## src/rtl/reg_file_pkg.sv

```systemverilog
// Shared constants and helpers for the multi-port register file.
//   DEF_WIDTH / DEF_DEPTH / DEF_NUM_RD : default parameter values
//   ZERO_IDX                           : index of the optional hardwired-zero entry
//   addr_legal()                       : address-in-range check (DEPTH need not be 2^n)
package reg_file_pkg;

  localparam int          DEF_WIDTH  = 32;
  localparam int          DEF_DEPTH  = 8;
  localparam int          DEF_NUM_RD = 2;
  localparam int unsigned ZERO_IDX   = 0;

  // Addresses are zero-extended to 32 bits by the caller so one helper
  // serves every ADDR_W.
  function automatic logic addr_legal(input logic [31:0] addr, input int unsigned depth);
    return addr < depth;
  endfunction

endpackage

```

## src/rtl/reg_file_rd_port.sv

```systemverilog
// One registered read port of reg_file_mp.
//   clk, rst           : clock, async active-high reset
//   rd_en, rd_addr     : read strobe and address for this port
//   wr_en/addr/data    : write port, snooped for write-first bypass
//   mem                : storage array contents
//   rd_data/valid/err  : registered read response (1-cycle latency)
module reg_file_rd_port
  import reg_file_pkg::*;
#(
  parameter  int WIDTH    = DEF_WIDTH,
  parameter  int DEPTH    = DEF_DEPTH,
  parameter  int ZERO_REG = 0,
  localparam int ADDR_W   = $clog2(DEPTH)
) (
  input  logic                         clk,
  input  logic                         rst,
  input  logic                         rd_en,
  input  logic [ADDR_W-1:0]            rd_addr,
  input  logic                         wr_en,
  input  logic [ADDR_W-1:0]            wr_addr,
  input  logic [WIDTH-1:0]             wr_data,
  input  logic [DEPTH-1:0][WIDTH-1:0]  mem,
  output logic [WIDTH-1:0]             rd_data,
  output logic                         rd_valid,
  output logic                         rd_err
);

  logic             legal;
  logic             is_zero;
  logic             bypass;
  logic [WIDTH-1:0] nxt_data;

  assign legal   = addr_legal(32'(rd_addr), DEPTH);
  assign is_zero = (ZERO_REG != 0) && (32'(rd_addr) == ZERO_IDX);
  // A matching write that is itself legal and not to the zero entry wins
  // over the stored value (write-first).
  assign bypass  = wr_en && (wr_addr == rd_addr) && legal && !is_zero;

  always_comb begin
    nxt_data = '0;
    if (legal && !is_zero) begin
      if (bypass) nxt_data = wr_data;
      else        nxt_data = mem[rd_addr];
    end
  end

  always_ff @(posedge clk or posedge rst) begin
    if (rst) begin
      rd_data  <= '0;
      rd_valid <= 1'b0;
      rd_err   <= 1'b0;
    end else begin
      rd_valid <= rd_en;
      rd_err   <= rd_en && !legal;
      if (rd_en) rd_data <= nxt_data;
    end
  end

endmodule

```

## src/rtl/reg_file_mp.sv

```systemverilog
// Parametrised multi-port register file: one synchronous write port,
// NUM_RD registered read ports with write-first bypass, optional
// hardwired-zero entry 0, out-of-range address flags.
//   clk, rst          : clock, async active-high reset
//   wr_en/addr/data   : write port
//   rd_en, rd_addr    : per-port read strobes, packed addresses
//   rd_data           : packed read data, port p at [p*WIDTH +: WIDTH]
//   rd_valid, rd_err  : per-port response valid / out-of-range flag
//   wr_err            : last write addressed beyond DEPTH
module reg_file_mp
  import reg_file_pkg::*;
#(
  parameter  int WIDTH    = DEF_WIDTH,
  parameter  int DEPTH    = DEF_DEPTH,
  parameter  int NUM_RD   = DEF_NUM_RD,
  parameter  int ZERO_REG = 0,
  localparam int ADDR_W   = $clog2(DEPTH)
) (
  input  logic                     clk,
  input  logic                     rst,
  input  logic                     wr_en,
  input  logic [ADDR_W-1:0]        wr_addr,
  input  logic [WIDTH-1:0]         wr_data,
  input  logic [NUM_RD-1:0]        rd_en,
  input  logic [NUM_RD*ADDR_W-1:0] rd_addr,
  output logic [NUM_RD*WIDTH-1:0]  rd_data,
  output logic [NUM_RD-1:0]        rd_valid,
  output logic [NUM_RD-1:0]        rd_err,
  output logic                     wr_err
);

  logic [DEPTH-1:0][WIDTH-1:0] mem;
  logic                        wr_legal;
  logic                        wr_zero;

  assign wr_legal = addr_legal(32'(wr_addr), DEPTH);
  assign wr_zero  = (ZERO_REG != 0) && (32'(wr_addr) == ZERO_IDX);

  always_ff @(posedge clk or posedge rst) begin
    if (rst) begin
      mem    <= '0;
      wr_err <= 1'b0;
    end else begin
      wr_err <= wr_en && !wr_legal;
      if (wr_en && wr_legal && !wr_zero) mem[wr_addr] <= wr_data;
    end
  end

  for (genvar p = 0; p < NUM_RD; p++) begin : g_rd
    reg_file_rd_port #(
      .WIDTH    (WIDTH),
      .DEPTH    (DEPTH),
      .ZERO_REG (ZERO_REG)
    ) u_rd (
      .clk      (clk),
      .rst      (rst),
      .rd_en    (rd_en[p]),
      .rd_addr  (rd_addr[p*ADDR_W +: ADDR_W]),
      .wr_en    (wr_en),
      .wr_addr  (wr_addr),
      .wr_data  (wr_data),
      .mem      (mem),
      .rd_data  (rd_data[p*WIDTH +: WIDTH]),
      .rd_valid (rd_valid[p]),
      .rd_err   (rd_err[p])
    );
  end

endmodule

```

## config.mk

```make
export PLATFORM = sky130hd
export DESIGN_NAME = reg_file_mp
export DESIGN_NICKNAME = d
export VERILOG_FILES = /design/src/rtl/reg_file_pkg.sv /design/src/rtl/reg_file_rd_port.sv /design/src/rtl/reg_file_mp.sv
export SDC_FILE = /design/constraint.sdc
export NUM_CORES = 1
export LEC_CHECK = 0
export BUFFER_PORTS_ARGS = -buffer_cell sky130_fd_sc_hd__buf_4
export CAP_MARGIN = 20
export CORE_MARGIN = 2
export CORE_UTILIZATION = 45
export CTS_BUF_LIST = sky130_fd_sc_hd__clkbuf_8
export CTS_CLUSTER_SIZE = 30
export DETAILED_ROUTE_END_ITERATION = 8
export SYNTH_ARGS = -nofsm -noshare
export SYNTH_HDL_FRONTEND = slang
export SYNTH_SLANG_ARGS = --single-unit
```

## constraint.sdc

```tcl
create_clock -name clk -period 17.85 [get_ports clk]
set_input_delay 2.6775 -clock clk [delete_from_list [all_inputs] [get_ports clk]]
set_output_delay 2.6775 -clock clk [all_outputs]
set_load 0.01 [all_outputs]
```

## After elaboration in Yosys (flattened, before gate mapping)

Cells that the tools add are included.

- $add $sub $neg: 0
- $mul: 0
- Reductions and logical operators: 3
- Muxes and demuxes: 9
- $lt $le $gt $ge: 4
- Div/mod/pow operators: 0
- Shift operators: 0
- Bitwise gates (word level): 0
- Eq/ne operators: 2

Operators by type and width:

| operator | number |
|---|---|
| $bwmux 256 | 1 |
| $bmux 32 s3 | 2 |
| $mux 32 | 5 |
| $demux 32 s3 | 1 |
| $lt 3x4->1 const B | 3 |
| $eq 3x3->1 | 2 |
| $ge 3x1->1 const B | 1 |
| $logic_and 1x1->1 | 3 |

- Word-level logic and storage cells: 30
- Memories kept: 0
- Latch bits: 0
- Bits of input ports: 46
- Output and inout port bits: 69
- Memory bits (writable): 0
- Register bits: 322
- Memory bits (read-only): 0

## Logic depth before layout (Yosys ltp)

Gate-level depths: netlist of the first run.

- Depth after elaboration: 5
- Gate-level depth with buffers: 6

## Cells and area by module

Synthesis of the first run repeated with hierarchy kept, for this count alone.

- Cells, all modules: 1052
- Area total of the unflattened synthesis: 16369.4 um2

By module, submodules not included:

| module | area an instance (um2) | instances | cells each |
|---|---|---|---|
| reg_file_mp | 9628.0 | 1 | 554 |
| reg_file_rd_port | 3370.7 | 2 | 249 |

## Worst setup path before layout of the first run

OpenSTA, ideal clock, no wires.

- Kind: input -> register
- From: input wr_addr[2]
- To: register mem[64] (netlist bit)
- Stages: 5
- Data required time: 17.725 ns
- Slack: 13.819 ns
- Arrival time: 3.906 ns
- Cell sequence: buf_2 > nand2b_1 > nor3b_2 > buf_2 > mux2_2

- Word-level cells in the longest chain between the ends: 5
- Elaborated cells on any way between the ends: 6
- Those cells by class: order compare (2); mux (3); reduce/logical (1)

RTL lines:

| item | RTL line | RTL |
|---|---|---|
| from (decl) | reg_file_mp.sv:22 | `input logic [ADDR_W-1:0] wr_addr,` |
| $lt 3x4->1 (not written as such) / $ge 3x1->1 (equally long branches) | reg_file_mp.sv:45 | `if (wr_en && wr_legal && !wr_zero) mem[wr_addr] <= wr_data;` |
| $logic_and 1x1->1 (not written as such) | reg_file_mp.sv:45 |  |
| $mux 32 (not written as such) | reg_file_mp.sv:45 |  |
| $demux 32 s3 (*) | reg_file_mp.sv:45 |  |
| $bwmux 256 (*) | reg_file_mp.sv:45 |  |
| to (signal, indexed assignment) | reg_file_mp.sv:45 |  |
| to (decl) | reg_file_mp.sv:32 | `logic [DEPTH-1:0][WIDTH-1:0] mem;` |

Mark *: on every way between the ends. The rest lies on a longest branch, timed or not.
A chain may end at the register's enable or synchronous reset.

## Worst setup path after layout of the first run

- From: input rd_addr[4]
- To: register g_rd[1].u_rd.rd_data[1]

- Word-level cells in the longest chain between the ends: 3
- Elaborated cells on any way between the ends: 5
- Those cells by class: eq/ne (1); mux (3); reduce/logical (1)

RTL lines:

| item | RTL line | RTL |
|---|---|---|
| from (decl) | reg_file_mp.sv:25 | `input logic [NUM_RD*ADDR_W-1:0] rd_addr,` |
| $bmux 32 s3 / $eq 3x3->1 (equally long branches) | reg_file_rd_port.sv:43, reg_file_rd_port.sv:37 |  |
| $mux 32 (not written as such) / $logic_and 1x1->1 (equally long branches) | reg_file_rd_port.sv:43, reg_file_rd_port.sv:37 |  |
| $mux 32 (*) | reg_file_rd_port.sv:42 | `if (bypass) nxt_data = wr_data;` |
| to (signal assigned) | reg_file_rd_port.sv:55 | `if (rd_en) rd_data <= nxt_data;` |
| to (decl) | reg_file_rd_port.sv:23 | `output logic [WIDTH-1:0] rd_data,` |

Mark *: on every way between the ends. The rest lies on a longest branch, timed or not. The select of a mux whose other input is x is not followed.

==> impl_results.md, run 1 <==
* Cts hold-fix bufs at 0
* Min Hold Slack at slightly below 0.5 ns
* Setup TNS at 0 ns
* Dpl cell area at around 17000 um^2
* R2R depth at 3
* Port Buffer Count at around 110
* Clk network pwr share at 0.319
* Root buf cell: clkbuf_8
* Sequential cell area at 8060 um^2
* Req. time, crit path at between 15 and 20 ns
* Die height at slightly below 200 um
* Max-slew headroom at 0.367
* Hold Path Origin: mem[161]
* Synth area leaders: dfrtp_1, mux4_2, mux2_2
* Yosys top cell by area: dfrtp_1
* Startpoint types: primary input
* Max cap viols at 0
* Layout cells sized above 1 at 0.369
* Reg-to-reg startpoint: mem[211]
* RSZ-0062 raised after global routing: false
* TritonRoute pass-1 iters at 5
* Flops & latches, synth at ~320
* VDD IR max at approximately 0.00006 V
* Die Area at around 37000 um^2
* CP Capture Type: register
* Worst min path class: reg2reg
* Final worst setup slack at 13.24 ns
* Cell Rows at 69
* FMAX at between 200 and 250 MHz
* RR Endpoint: g_rd[1].u_rd.rd_data[19]
* Starting Density at 0.455
* Worst Hold Path EP: mem[161]
* Worst-Skew Late Latency at roughly 0.6 ns
* Final Max Tran Viols at 0
* CP Max Fanout at 33
* Sequential share of the synthesized area at 0.502
* Combinational share of power at 0.214
* Post-Place Setup Slack at between 10 and 15 ns
* Async set-reset flop share out of synthesis at 1.00
* Mean Syn Cell Area at 13.6 um^2
* Hold depth at 2
* ANT cells at 0
* Int Pwr at between 1.5 and 2 mW
* Total wire length at around 43000 um
* Synth cell types at 28
* Design area at about 18000 um^2
* TritonCTS clock tree: done
* Core ar. at about 35000 um^2
* P&R area growth vs syn at 13.9%
* Fillers at between 3k and 4k
* Pleak at 8.05 nW
* Die Wd at 193 um
* Maximum clock path buffer count at 3
* Sw Pwr at 0.605 mW
* Reg clk slew, reported paths at roughly 0.060 ns
* Dpl hpwl at roughly 23000 um
* Share of the synthesized area in the top cell type at 0.502
* Final number of hold-violating endpoints at 0
* Post-Syn Area at between 15000 and 20000 um^2
* Iter 0 DRT Violations at approximately 600
* Drt drc at 0
* Post-CTS setup buffer count at 0
* H-tree levels at 2
* Antenna viol nets, final at 0
* Initial antenna violation count at 0
* Worst endpoint data arrival time at ~5.1 ns
* Gate Count Post-Synth at about 1.2k
* Critical path start-end classification: in2reg
* Fin crit period at around 4.6 ns
* Clk_skew at between 0.01 and 0.015 ns
* Multi-input gate area at ~7400 um^2
* Cts bufs inserted at between 50 and 60
* Synth warn at 0
* Gr ovfl total at 0
* Via count at 10.6k
* Post-synth EDFFs at 0
* GRT Util Overall at 0.235
* I/O pin total at between 100 and 150
* Switching part of the total power at 0.282
* Flop pwr share at 0.467
* Tcrit/Tclk final at 0.258
* Ys flop type: dfrtp_1
* Via-per-instance ratio at about 6
* Power density over the cells at roughly 120 nW/um^2
* Worst slew pin tran at 0.950 ns
* R2r setup slk at 16.23 ns
* Vias in the first global route at 10.8k
* Final setup violation count at 0
* GP Congestion at roughly 0.75
* CTS resizes at 0
* Largest net degree at the start of global routing at 135
* First-pass GRT wire length at 65500 um
* Wire per inst at around 24 um
* Outcome: complete, no violations
* Nets@finish at 1309
* Clock Sinks at about 320
-- Yosys cell counts, types with 3 or more instances --
cell / instances
mux2_2: 159
a221oi_1: 40
xnor2_1: 6
clkbuf_1: 35
buf_6: 9
dfrtp_1: 322
o21ai_0: 120
nor2_1: 40
nand4b_1: 3
mux2i_1: 40
buf_2: 38
inv_1: 33
nand2_1: 123
mux4_2: 105
nor2b_1: 24
mux4_1: 23
buf_4: 19
a221o_1: 24
-- routing by layer --
layer	global-route usage	share of wire
met5	0	0
met4	0.0713	0.024
met3	0.0351	0.050
met2	0.390	0.49
met1	0.322	0.44
-- critical path: stages --
cell and delay [ns]:
buf_4 0.58, xnor2_1 0.28, and4b_1 0.85, buf_4 0.46, a221oi_1 0.15
-- final cells by class --
type                    instances  area share
clock buffers                  77      0.0580
clock inverters                26     0.00616
inverters                      33     0.00718
multi-input cells             721       0.403
flip-flops and latches        322       0.441
well taps                     461      0.0315
repair buffers                129      0.0536
-- state kept, by name (all words and copies together) (netlist names) --
signal,count
g_rd.u_rd.rd_data,64
g_rd.u_rd.rd_valid,2
mem,256
-- power groups by stage --
stage	clock (mW)	sequential (mW)	combinational, mW
2_1_floorplan	0	0.983	0.326
3_3_place_gp	0	1.01	0.453
3_5_place_dp	0	1.01	0.464
4_1_cts	0.698	1.00	0.464
5_1_grt	0.734	1.02	0.503
6_report	0.684	1.00	0.459
-- logic make-up after synthesis --
logic type | synth area share
flops | 0.502
mux | 0.322
buf+inv | 0.0434
compound gates | 0.0753
other cells | 0.000234
simple gates | 0.0536
xor+xnor | 0.00327
-- worst max-delay path by stage --
stage / start / to / slack [ns]
finish: rd_addr[4] / g_rd[1].u_rd.rd_data[1] / 13.24
global route: rst / mem[44] / 13.13
CTS: rd_addr[4] / g_rd[1].u_rd.rd_data[7] / 13.27
detailed placement: rd_addr[4] / g_rd[1].u_rd.rd_data[5] / 12.65
global placement: rd_addr[4] / g_rd[1].u_rd.rd_data[4] / 12.65
floorplan: rst / g_rd[0].u_rd.rd_data[0] / 6.26
-- cell usage in the layout (no fill, tap or decap) --
cell type | Yosys | layout
mux2_2 | 159 | 159
nand4_1 | 1 | 1
nor3_4 | 0 | 1
mux2_1 | 1 | 1
nor3_2 | 1 | 1
mux4_2 | 105 | 105
a221o_1 | 24 | 24
mux2i_1 | 40 | 40
clkinvlp_4 | 0 | 3
buf_4 | 19 | 128
clkinv_2 | 0 | 3
dfrtp_1 | 322 | 322
inv_1 | 33 | 52
buf_12 | 0 | 1
conb_1 | 1 | 3
a221oi_1 | 40 | 40
and4b_1 | 2 | 2
o21ai_0 | 120 | 120
nor2b_1 | 24 | 24
nand4b_1 | 3 | 3
a41oi_4 | 0 | 2
mux4_1 | 23 | 23
nor3b_4 | 0 | 2
nand2_1 | 123 | 123
nor2_1 | 40 | 40
xnor2_1 | 6 | 6
clkbuf_8 | 0 | 77
inv_8 | 0 | 1
nand2b_1 | 1 | 1
-- through the flow --
stage / util / instances / total power [mW]
2_1_floorplan: - / 1179 / 1.31
3_3_place_gp: 0.485 / 1666 / 1.46
3_5_place_dp: 0.485 / 1666 / 1.48
4_1_cts: 0.518 / 1769 / 2.16
5_1_grt: 0.518 / 1769 / 2.26
6_report: 0.518 / 1769 / 2.14
Power figures use the tool's default switching activity.
==> run 2: changes to the inputs <==
Clock period 17.85 ns to 3.8 ns, I/O delays scaled along.
==> run 2 against run 1 <==
  * Flip-flop and latch count is the same
  * Total power grew to 4.7 times the previous value
  * Cell area grew 1.2%
  * Register-to-register slack lost 14 ns
  * Sequential share of layout area shrank 0.53 points
  * Highest routed layer unchanged
  * Die area is the same
  * Critical path depth is the same
  * Cell count grew 0.90%
  * Sequential power grew to 4.7 times the previous value
  * Clock power grew to 4.7 times the previous value
==> impl_results.md, run 2 (synthesized netlist as in run 1, its figures left out) <==
* Final number of hold-violating endpoints at 0
* Post-Place Setup Slack at approximately 1.1 ns
* ANT cells at 0
* Most common cell after layout, fill and taps aside: dfrtp_1
* Wire per inst at around 24 um
* First-pass GRT wire length at roughly 67000 um
* Biggest register: mem
* Hold Path Origin: rd_en[0]
* Cts hold-fix bufs at 1
* CP Capture Type: register
* Req. time, crit path at between 4 and 5 ns
* Worst min path class: in2reg
* R2r setup slk at around 2.2 ns
* R2R depth at 3
* Via count at 10.6k
* Clock Sinks at around 320
* Outcome: complete, no violations
* Tcrit/Tclk final at 0.537
* Antenna viol nets, final at 0
* Reg-to-reg startpoint: mem[124]
* Cell total after placement at ~1.7k
* Drt drc at 0
* Final setup violation count at 0
* Startpoint types: primary input
* Dpl hpwl at around 25000 um
* Gr ovfl total at 0
* Reg clk slew, reported paths at about 0.07 ns
* Maximum clock path buffer count at 3
* Clk network pwr share at 0.320
* GRT Util Overall at 0.240
* Cell Rows at 69
* Max-slew headroom at 0.351
* Cts bufs inserted at 55
* Core ar. at around 35000 um^2
* Most frequent cells in the layout: dfrtp_1, mux2_2, buf_4, nand2_1, o21ai_0
* Critical path start-end classification: in2reg
* Root buf cell: clkbuf_8
* Worst endpoint data arrival time at between 2 and 3 ns
* Layout cells sized above 1 at 0.377
* Worst slew pin tran at 0.968 ns
* Pleak at a little over 8 nW
* CTS resizes at 0
* Final Max Tran Viols at 0
* Starting Density at 0.455
* Post-CTS setup buffer count at 0
* Max cap viols at 0
* Combinational share of power at 0.217
* Die Wd at between 150 and 200 um
* Fin crit period at a little over 2 ns
* Clk_skew at roughly 0.010 ns
* Die Area at about 37000 um^2
* Flop pwr share at 0.463
* GP Congestion at roughly 0.75
* Port Buffer Count at around 110
* Die height at about 190 um
* Via-per-instance ratio at 5.91
* Top flop regs: mem x256, g_rd.u_rd.rd_data x64, g_rd.u_rd.rd_valid x2
* I/O pin total at around 120
* VDD IR max at 0.000288 V
* Total wire length at around 43000 um
* Vias in the first global route at between 10k and 15k
* Worst Hold Path EP: g_rd[0].u_rd.rd_valid
* RR Endpoint: g_rd[1].u_rd.rd_data[28]
* Nets@finish at approximately 1.3k
* Switching part of the total power at 0.284
* Largest net degree at the start of global routing at around 100
* Power density over the cells at 547 nW/um^2
* P&R area growth vs syn at 15.3%
* Worst-Skew Late Latency at between 0.6 and 0.7 ns
* Fillers at 3061
* Iter 0 DRT Violations at between 600 and 700
* Final worst setup slack at about 1.8 ns
* Initial antenna violation count at 0
* Hold depth at 1
* Final Non-Filler Cells at 1785
* Overall power at 10.1 mW
* Sw Pwr at 2.87 mW
* Int Pwr at between 7 and 8 mW
* H-tree levels at 2
* RSZ-0062 raised after global routing: false
* CP Max Fanout at 20
* TritonRoute pass-1 iters at 5
* Max reg flops at 256
* FMAX at 490 MHz
* TritonCTS clock tree: done
run 2: cell types whose count changed in the layout (fill, tap and decap cells not counted):
cell / change
buf_12: +9
buf_4: +7
clkbuf_8: -4
clkinv_2: +4
bufinv_16: +1
clkinvlp_4: -1
dlygate4sd3_1: +1
inv_1: -1
inv_6: +1
inv_8: -1
run 2: final cells by class:
class,count,area (um^2),share of cell area
Multi-Input combinational cell,721,7370,0.398
Timing Repair Buffer,146,1220,0.0661
Clock inverter,29,153,0.00825
Clock buffer,73,1000,0.0543
Tap cell,461,577,0.0312
Sequential cell,322,8060,0.435
Inverter,33,128,0.00690
run 2: worst max path at each step:
stage | from | end | slack [ns] | cells past startpoint
3_3_place_gp | rd_addr[5] | g_rd[1].u_rd.rd_data[20] | 1.17 | 5
4_1_cts | rd_addr[5] | g_rd[1].u_rd.rd_data[20] | 1.77 | 5
3_5_place_dp | rd_addr[5] | g_rd[1].u_rd.rd_data[20] | 1.12 | 5
2_1_floorplan | rst | g_rd[0].u_rd.rd_data[0] | -1.06 | 1
5_1_grt | rd_addr[5] | g_rd[1].u_rd.rd_data[20] | 1.69 | 5
6_report | rd_addr[5] | g_rd[1].u_rd.rd_data[20] | 1.76 | 5
run 2: power by group through the flow:
stage | sequential, mW | combinational, mW | clock (mW)
CTS | 4.69 | 2.22 | 3.30
detailed placement | 4.74 | 2.21 | 0
floorplan | 4.62 | 1.53 | 0
finish | 4.69 | 2.19 | 3.23
global route | 4.79 | 2.41 | 3.45
global placement | 4.72 | 2.16 | 0
run 2: metal layers:
metal	vias up	global-route usage	wire length (um)
li1	4633	-	-
met5	-	0	0
met4	0	0.0643	887
met1	5535	0.339	19000
met2	316	0.386	20600
met3	71	0.0413	2520
run 2: critical path, cell delays in order:
cell	delay, ns
buf_4	0.38
xnor2_1	0.24
and4b_1	0.71
buf_4	0.42
a221oi_1	0.16
run 2: metrics by stage:
stage | TNS (ns) | hold WS (ns) | utilization | instance area, um^2
6_report | 0 | 0.149 | 0.524 | 18500
5_1_grt | 0 | 0.128 | 0.524 | 18500
4_1_cts | 0 | 0.119 | 0.524 | 18500
3_5_place_dp | 0 | 0.488 | 0.491 | 17300
3_3_place_gp | 0 | 0.474 | 0.491 | 17300
2_1_floorplan | -342.86 | 0.458 | - | 16100
